### src/rtl/multicycle_pkg.sv
// Shared constants and types for the multi-cycle instruction datapath:
// opcodes, funct3 access sizes, ALU operations and sequencer states.
package multicycle_pkg;

    localparam logic [6:0] OPC_OP_IMM = 7'b0010011;
    localparam logic [6:0] OPC_OP     = 7'b0110011;
    localparam logic [6:0] OPC_LUI    = 7'b0110111;
    localparam logic [6:0] OPC_JAL    = 7'b1101111;
    localparam logic [6:0] OPC_LOAD   = 7'b0000011;
    localparam logic [6:0] OPC_STORE  = 7'b0100011;

    localparam int FUNCT3_W = 3;

    localparam logic [FUNCT3_W-1:0] F3_LB  = 3'b000;
    localparam logic [FUNCT3_W-1:0] F3_LH  = 3'b001;
    localparam logic [FUNCT3_W-1:0] F3_LW  = 3'b010;
    localparam logic [FUNCT3_W-1:0] F3_LD  = 3'b011;
    localparam logic [FUNCT3_W-1:0] F3_LBU = 3'b100;
    localparam logic [FUNCT3_W-1:0] F3_LHU = 3'b101;
    localparam logic [FUNCT3_W-1:0] F3_LWU = 3'b110;

    typedef enum logic [3:0] {
        ALU_ADD, ALU_SUB, ALU_SLL, ALU_SLT, ALU_SLTU,
        ALU_XOR, ALU_SRL, ALU_SRA, ALU_OR,  ALU_AND
    } alu_op_e;

    typedef enum logic [1:0] {
        ST_IDLE, ST_EXEC, ST_MEM, ST_WB
    } state_e;

    // funct3[1:0] encodes log2 of the access size; the mask covers the
    // address bits that must be zero for a naturally aligned access.
    function automatic logic [2:0] access_mask(input logic [1:0] size);
        case (size)
            2'd0:    return 3'b000;
            2'd1:    return 3'b001;
            2'd2:    return 3'b011;
            default: return 3'b111;
        endcase
    endfunction

endpackage

### src/rtl/multicycle_decoder.sv
// Combinational decode of the latched instruction word into ALU operation,
// sign-extended immediate, operand select, memory control and write enable.
module multicycle_decoder
    import multicycle_pkg::*;
#(
    parameter int XLEN = 32
) (
    input  logic [31:0]      instr,
    output alu_op_e          alu_op,
    output logic [XLEN-1:0]  imm,
    output logic             use_imm,
    output logic             is_jal,
    output logic             is_load,
    output logic             is_store,
    output logic             reg_we,
    output logic [4:0]       rs1_idx,
    output logic [4:0]       rs2_idx,
    output logic [4:0]       rd_idx
);

    logic [6:0]          opcode;
    logic [FUNCT3_W-1:0] funct3;
    logic                alt;

    assign opcode = instr[6:0];
    assign funct3 = instr[14:12];
    assign alt    = instr[30];

    // alt selects SUB only for register-register ops; for shifts it selects SRA either way.
    function automatic alu_op_e f3_op(input logic [FUNCT3_W-1:0] f3, input logic alt_bit,
                                      input logic is_reg_op);
        case (f3)
            3'b000:  return (is_reg_op && alt_bit) ? ALU_SUB : ALU_ADD;
            3'b001:  return ALU_SLL;
            3'b010:  return ALU_SLT;
            3'b011:  return ALU_SLTU;
            3'b100:  return ALU_XOR;
            3'b101:  return alt_bit ? ALU_SRA : ALU_SRL;
            3'b110:  return ALU_OR;
            default: return ALU_AND;
        endcase
    endfunction

    // NOTE: every output gets a default before the case so no path leaves a
    // signal unassigned, which would otherwise infer a latch.
    always_comb begin
        alu_op   = ALU_ADD;
        imm      = '0;
        use_imm  = 1'b0;
        is_jal   = 1'b0;
        is_load  = 1'b0;
        is_store = 1'b0;
        reg_we   = 1'b0;
        rs1_idx  = instr[19:15];
        rs2_idx  = instr[24:20];
        rd_idx   = instr[11:7];
        case (opcode)
            OPC_OP_IMM: begin
                alu_op  = f3_op(funct3, alt, 1'b0);
                imm     = XLEN'($signed(instr[31:20]));
                use_imm = 1'b1;
                reg_we  = 1'b1;
            end
            OPC_OP: begin
                alu_op = f3_op(funct3, alt, 1'b1);
                reg_we = 1'b1;
            end
            OPC_LUI: begin
                rs1_idx = 5'd0;
                imm     = XLEN'($signed({instr[31:12], 12'h000}));
                use_imm = 1'b1;
                reg_we  = 1'b1;
            end
            OPC_JAL: begin
                is_jal = 1'b1;
                reg_we = 1'b1;
            end
            OPC_LOAD: begin
                imm     = XLEN'($signed(instr[31:20]));
                use_imm = 1'b1;
                is_load = 1'b1;
                reg_we  = 1'b1;
            end
            OPC_STORE: begin
                imm      = XLEN'($signed({instr[31:25], instr[11:7]}));
                use_imm  = 1'b1;
                is_store = 1'b1;
            end
            default: ;
        endcase
    end

endmodule

### src/rtl/multicycle_instruction.sv
// Multi-cycle RISC-V instruction sequencer: IDLE -> EXEC -> [MEM] -> WB.
// Define MULTICYCLE_MISALIGN_TRAP_EN to retire misaligned loads/stores with error instead of issuing them.
module multicycle_instruction
    import multicycle_pkg::*;
#(
    parameter int XLEN = 32,
    parameter int REGS = 32
) (
    input  logic                clk,
    input  logic                rst_n,
    input  logic                instr_valid,
    output logic                instr_ready,
    input  logic [31:0]         instr,
    input  logic [XLEN-1:0]     pc_next,
    output logic                mem_req,
    output logic                mem_we,
    output logic [XLEN-1:0]     mem_addr,
    output logic [XLEN-1:0]     mem_wdata,
    output logic [2:0]          mem_size,
    input  logic                mem_ack,
    input  logic [XLEN-1:0]     mem_rdata,
    output logic                retire_valid,
    output logic                retire_we,
    output logic [4:0]          retire_rd,
    output logic [XLEN-1:0]     retire_data,
    output logic                error
);

    localparam int SHW = $clog2(XLEN);
    localparam int RW  = $clog2(REGS);

    state_e              state_q, state_d;
    logic [31:0]         instr_q;
    logic [XLEN-1:0]     pc_q, result_q, wdata_q;
    logic                err_q;
    logic [XLEN-1:0]     regs_q [REGS];

    alu_op_e             alu_op;
    logic [XLEN-1:0]     imm, rs1_val, rs2_val, op_b, alu_out, load_value;
    logic                use_imm, is_jal, is_load, is_store, reg_we;
    logic                load_legal, trap, wb_we;
    logic [4:0]          rs1_idx, rs2_idx, rd_idx, rs1_a, rs2_a, rd_a;
    logic [FUNCT3_W-1:0] funct3;
    logic [SHW-1:0]      shamt;

    multicycle_decoder #(.XLEN(XLEN)) u_decoder (
        .instr    (instr_q),
        .alu_op   (alu_op),
        .imm      (imm),
        .use_imm  (use_imm),
        .is_jal   (is_jal),
        .is_load  (is_load),
        .is_store (is_store),
        .reg_we   (reg_we),
        .rs1_idx  (rs1_idx),
        .rs2_idx  (rs2_idx),
        .rd_idx   (rd_idx)
    );

    // The E variant has no x16..x31; those indices alias x0.
    function automatic logic [4:0] arch_idx(input logic [4:0] idx);
        return (REGS == 16 && idx[4]) ? 5'd0 : idx;
    endfunction

    assign rs1_a   = arch_idx(rs1_idx);
    assign rs2_a   = arch_idx(rs2_idx);
    assign rd_a    = arch_idx(rd_idx);
    assign rs1_val = (rs1_a == 5'd0) ? '0 : regs_q[rs1_a[RW-1:0]];
    assign rs2_val = (rs2_a == 5'd0) ? '0 : regs_q[rs2_a[RW-1:0]];
    assign op_b    = use_imm ? imm : rs2_val;
    assign shamt   = op_b[SHW-1:0];
    assign funct3  = instr_q[14:12];

    always_comb begin
        alu_out = '0;
        case (alu_op)
            ALU_ADD:  alu_out = rs1_val + op_b;
            ALU_SUB:  alu_out = rs1_val - op_b;
            ALU_SLL:  alu_out = rs1_val << shamt;
            ALU_SLT:  alu_out = {{(XLEN-1){1'b0}}, ($signed(rs1_val) < $signed(op_b))};
            ALU_SLTU: alu_out = {{(XLEN-1){1'b0}}, (rs1_val < op_b)};
            ALU_XOR:  alu_out = rs1_val ^ op_b;
            ALU_SRL:  alu_out = rs1_val >> shamt;
            ALU_SRA:  alu_out = $signed(rs1_val) >>> shamt;
            ALU_OR:   alu_out = rs1_val | op_b;
            ALU_AND:  alu_out = rs1_val & op_b;
            default:  alu_out = '0;
        endcase
    end

    always_comb begin
        load_legal = 1'b1;
        load_value = '0;
        case (funct3)
            F3_LB:   load_value = XLEN'($signed(mem_rdata[7:0]));
            F3_LH:   load_value = XLEN'($signed(mem_rdata[15:0]));
            F3_LBU:  load_value = XLEN'(mem_rdata[7:0]);
            F3_LHU:  load_value = XLEN'(mem_rdata[15:0]);
            F3_LW:   load_value = XLEN'($signed(mem_rdata[31:0]));
            F3_LWU:  begin load_value = XLEN'(mem_rdata[31:0]); load_legal = (XLEN == 64); end
            F3_LD:   begin load_value = mem_rdata;               load_legal = (XLEN == 64); end
            default: load_legal = 1'b0;
        endcase
    end

`ifdef MULTICYCLE_MISALIGN_TRAP_EN
    assign trap  = (is_load || is_store) && |(alu_out[2:0] & access_mask(funct3[1:0]));
    assign error = retire_valid && err_q;
`else
    assign trap  = 1'b0;
    assign error = 1'b0;
`endif

    always_comb begin
        state_d = state_q;
        case (state_q)
            ST_IDLE: if (instr_valid) state_d = ST_EXEC;
            ST_EXEC: state_d = ((is_load || is_store) && !trap) ? ST_MEM : ST_WB;
            ST_MEM:  if (mem_ack) state_d = ST_WB;
            default: state_d = ST_IDLE;
        endcase
    end

    // NOTE: state registers use non-blocking assignments so every flop samples
    // pre-edge values regardless of the order the blocks are evaluated in.
    always_ff @(posedge clk or negedge rst_n) begin
        if (!rst_n) begin
            state_q  <= ST_IDLE;
            instr_q  <= '0;
            pc_q     <= '0;
            result_q <= '0;
            wdata_q  <= '0;
            err_q    <= 1'b0;
        end else begin
            state_q <= state_d;
            case (state_q)
                ST_IDLE: if (instr_valid) begin
                    instr_q <= instr;
                    pc_q    <= pc_next;
                end
                ST_EXEC: begin
                    result_q <= is_jal ? pc_q : alu_out;
                    wdata_q  <= rs2_val;
                    err_q    <= trap;
                end
                ST_MEM: if (mem_ack) result_q <= load_value;
                default: ;
            endcase
        end
    end

    assign wb_we = (state_q == ST_WB) && reg_we && (rd_a != 5'd0) && !err_q
                   && (!is_load || load_legal);

    // NOTE: the register file is reset because a clean all-zero architectural
    // state is required after reset; this rules out a RAM macro here.
    always_ff @(posedge clk or negedge rst_n) begin
        if (!rst_n) begin
            for (int i = 0; i < REGS; i++) regs_q[i] <= '0;
        end else if (wb_we) begin
            regs_q[rd_a[RW-1:0]] <= result_q;
        end
    end

    assign instr_ready  = (state_q == ST_IDLE);
    assign mem_req      = (state_q == ST_MEM);
    assign mem_we       = mem_req && is_store;
    assign mem_addr     = mem_req ? result_q : '0;
    assign mem_wdata    = mem_req ? wdata_q : '0;
    assign mem_size     = mem_req ? funct3 : '0;
    assign retire_valid = (state_q == ST_WB);
    assign retire_we    = wb_we;
    assign retire_rd    = wb_we ? rd_a : 5'd0;
    assign retire_data  = retire_valid ? result_q : '0;

endmodule

### config.mk
export PLATFORM = sky130hd
export DESIGN_NAME = multicycle_instruction
export DESIGN_NICKNAME = d
export VERILOG_FILES = /design/src/rtl/multicycle_pkg.sv /design/src/rtl/multicycle_decoder.sv /design/src/rtl/multicycle_instruction.sv
export SDC_FILE = /design/constraint.sdc
export NUM_CORES = 2
export LEC_CHECK = 0
export BUFFER_PORTS_ARGS = -buffer_cell sky130_fd_sc_hd__buf_2
export CORE_MARGIN = 8
export CORE_UTILIZATION = 40
export DETAILED_ROUTE_END_ITERATION = 12
export RECOVER_POWER = 50
export SYNTH_ARGS = -nofsm -noshare
export SYNTH_HDL_FRONTEND = slang
export SYNTH_SLANG_ARGS = --single-unit
export TNS_END_PERCENT = 5
### constraint.sdc
create_clock -name clk -period 10.5 [get_ports clk]
set_input_delay 3.15 -clock clk [delete_from_list [all_inputs] [get_ports clk]]
set_output_delay 3.15 -clock clk [all_outputs]
set_load 0.05 [all_outputs]
Word level (Yosys, flattened, before mapping)
Cells that the tools add are included.
Cells by class
  reductions and logical operators: 23
  magnitude comparators: 6
  div/mod/pow operators: 0
  bitwise logic cells: 6
  shift-type cells: 3
  add/sub/neg operators: 2
  eq/ne operators: 26
  multiply operators: 0
  multiplexer cells: 39
Operators with widths (count)
  1024-bit bitwise mux: 1
  32-bit 2-to-1 mux: 13
  32-bit binary-select mux with 5-bit select: 2
  32-bit case mux with 10 select lines: 1
  32-bit demux with 5-bit select: 1
  32-bit case mux with 5 select lines: 1
  32-bit case mux with 3 select lines: 1
  32-bit < comparator: 2
  32-bit case mux with 2 select lines: 1
  4-bit case mux with 7 select lines: 2
  32-bit adder: 1
  32-bit AND: 1
  32-bit bitwise OR: 1
  32-bit by 5-bit left shift with 32-bit output: 1
  32-bit by 5-bit right shift with 32-bit output: 1
  32-bit by 5-bit >>> shifter with 32-bit output: 1
  32-bit subtractor: 1
  32-bit XOR: 1
  7-bit by 6-bit == test with 1-bit output, second input constant: 3
  6-bit >= comparator, second input constant: 3
  5-bit NOT with 6-bit output: 3
  4-bit by 3-bit == test with 1-bit output, second input constant: 4
  5-bit logical NOT: 2
  5-bit 2-to-1 mux: 2
  32 further kinds: 55
Storage, ports and cells
  memory bits (read-only): 0
  flip-flop bits (word level): 1154
  output and inout port bits: 110
  RAM bits: 0
  latch bits: 0
  memories: 0

Depth between registers and ports, before layout
  word-level depth: 11
  depth in mapped cells: 27
  gate-level depth less buffers: 20

By module
Synthesis repeated with hierarchy kept, for this count alone.
Unflattened totals
  cell total of the unflattened synthesis: 5783
  area, all modules: 71130.7 um^2
Modules (own cells, without submodules)
  multicycle_instruction: times used 1, cells an instance 5661, area an instance 70396.3 um^2
  multicycle_decoder: times used 1, cells an instance 122, area an instance 734.5 um^2

Least setup slack after synthesis
No wires, ideal clock.
  path kind: register -> output
  from: register instr_q[5]
  to: output port retire_rd[2]
  arrival time: 3236 ps
  data required time: 7350 ps
  setup slack: 4114 ps
  cell stages (with the launch flop): 10
  path through: dfrtp_1 -> buf_2 -> nor2b_1 -> clkbuf_1 -> and3_1 -> and4_1 -> nor3_1 -> nor3_1 -> nand2_1 -> inv_1
On the way
  longest elaborated chain between the ends: 7
  elaborated cells between the ends (all ways): 14
Ends and longest elaborated chain
  start, declared: line multicycle_instruction.sv:33  | logic [31:0] instr_q;
  start signal, assigned: line multicycle_instruction.sv:138  | instr_q <= instr;
  7-bit == test, or another cell as far along: line multicycle_decoder.sv:57  | case (opcode)
  5-bit OR reduction (no line)
  1-bit 2-to-1 mux: line multicycle_decoder.sv:57
  1-bit logical AND (2 in series): line multicycle_instruction.sv:152  | assign wb_we = (state_q == ST_WB) && reg_we && (rd_a != 5'd0) && !err_q
  1-bit logical AND (*): line multicycle_instruction.sv:153  | && (!is_load || load_legal);
  named net retire_we: line multicycle_instruction.sv:23  | output logic retire_we,
  5-bit 2-to-1 mux (*): line multicycle_instruction.sv:173  | assign retire_rd = wb_we ? rd_a : 5'd0;
  end, declared: line multicycle_instruction.sv:24  | output logic [4:0] retire_rd,
Mark *: on every way through the listed nets, which the timed path passes. The rest lies on a longest branch.

Worst setup path after layout
  from: register instr_q[20]
  to: register result_q[30]
On the way
  longest elaborated chain between the ends: 10
  elaborated cells between the ends (all ways): 19
Ends and longest elaborated chain
  5-bit NOT with 6-bit output (not written as such): line multicycle_instruction.sv:69  | assign rs2_val = (rs2_a == 5'd0) ? '0 : regs_q[rs2_a[RW-1:0]];
  32-bit binary-select mux with 5-bit select: line multicycle_instruction.sv:69
  32-bit 2-to-1 mux (not written as such) (2 in series): line multicycle_instruction.sv:69
  32-bit 2-to-1 mux: line multicycle_instruction.sv:69
  32-bit 2-to-1 mux (*): line multicycle_instruction.sv:70  | assign op_b = use_imm ? imm : rs2_val;
  32-bit subtractor, or another cell as far along: line multicycle_instruction.sv:78  | ALU_SUB: alu_out = rs1_val - op_b;
  32-bit case mux with 10 select lines (*): line multicycle_instruction.sv:76  | case (alu_op)
  32-bit 2-to-1 mux (*): line multicycle_instruction.sv:142  | result_q <= is_jal ? pc_q : alu_out;
  32-bit case mux with 2 select lines (*): line multicycle_instruction.sv:136  | case (state_q)
  end signal, assigned: line multicycle_instruction.sv:142
  end signal, assigned: line multicycle_instruction.sv:146  | ST_MEM: if (mem_ack) result_q <= load_value;
  end, declared: line multicycle_instruction.sv:34  | logic [XLEN-1:0] pc_q, result_q, wdata_q;
Every way passes the cells marked *; elsewhere a longest branch is shown, timed or not. The select of a mux whose other input is x is not followed.
A chain may end at the register's enable or synchronous reset.

==> impl_metrics.ini <==
[cts]
cts_resized = 0
cts_tree = built
cts_root_buf = clkbuf_16
ctsHtreeMaxLevel = 4
post-cts-setup-buffers = 0
cts_buffers = 133
clk_pin_slew_worst_paths_ps = 60
clk_latency_ps = 820
cts.sinks = 1154
hold_buffers = 0
cts_max_path_buffers = 3

[placement]
place_congestion = 1.03
placed_cell_area_um2 = 73400
hpwl_um = 185000
portBuffers = 208

[final_layout]
final_cell_mix = dfrtp_1, mux2_2, mux4_2
regArea_um2 = 28900
fillers = 16009
final_core_util_pct = 44.3
multi_input_area_um2 = 38700
nets = 5869
layout-drive-gt1-share_pct = 39.5
design_area_um2 = 77800
syn_to_final_growth_pct = 10.5
final_common_cell = dfrtp_1

[setup_path]
end_kind = flop
cpPeakStageDelay_ps = 1880
r2r_cells = 17
arrival_ps = 9190
start_kind = flop
worst_path_dominant_cell_family = compound AO/OA/AOI/OAI gates
cp_num_buf_inv = 3
path_max_fanout = 36
cp.required_ps = 11180
slowest_stage = dfrtp_1
crit_type = reg -> reg
reg2reg_to = result_q[30]$_DFFE_PN0P_
crit_chain = buf_4, buf_4, mux4_2, mux4_2, nand2_1, a21oi_1, clkbuf_1, a221o_1, ha_1, nor4_1, and2_1, nand3_1, a211oi_1, a41oi_1, nand2_1, a21oi_1, o41a_1
rrSetupSlack_ps = 1990
r2r-start = instr_q[20]$_DFFE_PN0P_

[die]
io_pins = 210
initial_core_util_pct = 40.1
die_area_um2 = 190000
core_area_um2 = 176000
die_y_um = 436
die_w_um = 436
core.rowCount = 154

[timing]
skew_ps = 38.2
fmax_mhz = 118
fin_crit_ps = 8510
slew_headroom_pct = -176
period_share_pct = 81.0
rsz0062_at_grt = no
tightest_slew_ps = 4140
fin_tns_setup_ps = 0
hold_slack_ps = 377
slew_violations = 147
final_hold_viol_count = 0
setup_viol = 0

[power]
leakage_uw = 0.0355
power_density_nw_per_um2 = 304
peakVddDrop_uv = 287
total_power_uw = 23700

[route]
drtAntennaViolNets = 0
post_drt_wl_per_cell_um = 34.3
drtPass1Iterations = 6
wl_um = 279000
via_per_inst = 6.56
num_vias = 53293
drt_iter0_drc = 5775
route.detailed.drc = 0

[global_route]
grt_pass1_vias = 53749
grt_pass1_wl_um = 400000
gr-total-overflow = 0
antenna_found_initial = 8
grt_max_degree = 164
track_usage_pct = 28.5

[min_path]
hold_path.class = reg -> reg
hold_start = regs_q[999]$_DFFE_PN0P_
min_to = regs_q[999]$_DFFE_PN0P_
whs_path_depth = 0

[synth]
seq_area_frac_synth_pct = 41.0
syn_inst = 5743
synth_area_um2 = 70400
avgSynthCellArea_um2 = 12.3
yosys_warnings = 0
synth_flop_cell = dfrtp_1
syn_nets = 5948
ys_types = 109
ys_async_sr_fraction_pct = 100
ys_ff_latch = 1154
synth_edf_count = 0

[job]
cap_violations = 3

[outcome]
run_status = complete, but fails checks
violations = max-capacitance violations, max-slew violations
==> how the worst max path moves through the flow <==
stage,startpoint,end,depth (start not counted)
global route,instr_q[20]$_DFFE_PN0P_,result_q[31]$_DFFE_PN0P_,18
detailed placement,instr_q[2]$_DFFE_PN0P_,result_q[30]$_DFFE_PN0P_,20
floorplan,instr_q[5]$_DFFE_PN0P_,retire_rd[2],9
finish,instr_q[20]$_DFFE_PN0P_,result_q[30]$_DFFE_PN0P_,17
global placement,instr_q[2]$_DFFE_PN0P_,result_q[30]$_DFFE_PN0P_,20
CTS,instr_q[5]$_DFFE_PN0P_,retire_rd[3],8
==> Yosys cell counts (21+ instances only) <==
library cell / number / area share [%]
dfrtp_1: 1154 / 41
mux2_2: 1141 / 18
mux4_2: 434 / 14
clkbuf_1: 323 / 1.7
nand2_1: 256 / 1.4
a21oi_1: 241 / 1.7
nor2_1: 237 / 1.3
mux2i_1: 221 / 3.1
o21ai_0: 147 / 1.0
buf_2: 117 / 0.83
and2_1: 115 / 1.0
ha_1: 103 / 1.8
inv_1: 87 / 0.46
nand3_1: 81 / 0.58
buf_1: 77 / 0.41
a211oi_1: 69 / 0.74
a221oi_1: 67 / 0.83
nor3_1: 52 / 0.37
o22ai_1: 52 / 0.46
nor2b_1: 48 / 0.43
o211ai_1: 44 / 0.47
or3_1: 43 / 0.38
a221o_1: 38 / 0.54
a22oi_1: 34 / 0.36
o31ai_1: 34 / 0.36
buf_4: 30 / 0.32
a211o_1: 27 / 0.34
a21o_1: 26 / 0.28
a31oi_1: 24 / 0.21
buf_6: 22 / 0.35
o21bai_1: 22 / 0.23
and3_1: 21 / 0.19
nand2b_1: 21 / 0.19
o221ai_1: 21 / 0.26
==> report_power, final <==
group	internal [uW]	switching, uW	total [uW]	leakage (uW)
clock network	2710	2060	4770	0.00219
logic	4240	9270	13500	0.0174
registers	4790	610	5400	0.0159
total	11700	11900	23700	0.0355
==> logic make-up (layout without fill, tap and decap cells) <==
logic type / count (synthesis) / in the layout / synth area share, %
mux: 1809 / 1809 / 35.6
flops: 1154 / 1154 / 41.0
compound gates: 1030 / 1030 / 10.3
simple gates: 947 / 947 / 6.56
buf+inv: 687 / 714 / 4.57
fa+ha+maj: 105 / 105 / 1.89
xor+xnor: 10 / 10 / 0.124
other cells: 1 / 11 / 0.00532
==> registers in the layout, indices dropped and copies added, names as in the netlist <==
signal / count
state_q: 2
pc_q: 32
instr_q: 32
wdata_q: 32
regs_q: 1024
result_q: 32
==> layout make-up <==
class | instances | area share, %
diodes | 10 | 0.0322
clock buffers | 193 | 5.01
clock inverters | 48 | 0.682
inverters | 103 | 0.505
multi-input cells | 3902 | 49.7
flip-flops and latches | 1154 | 37.1
well taps | 2340 | 3.76
repair buffers | 370 | 3.16
==> metal layers <==
layer	global-route usage [%]	routed length, um	up-vias
li1	-	-	21676
met3	7.07	25500	816
met2	43.4	125000	2888
met4	17.9	21200	2
met1	36.4	108000	27911
met5	0.327	7	-
==> metrics by stage <==
stage                     setup WS (ps)  std cells
after floorplan                    4110       5743
after global placement             2890       7869
after detailed placement           2880       7869
after CTS                          2350       8110
after global routing               1510       8112
final                              1990       8120
Power figures use the tool's default switching activity.
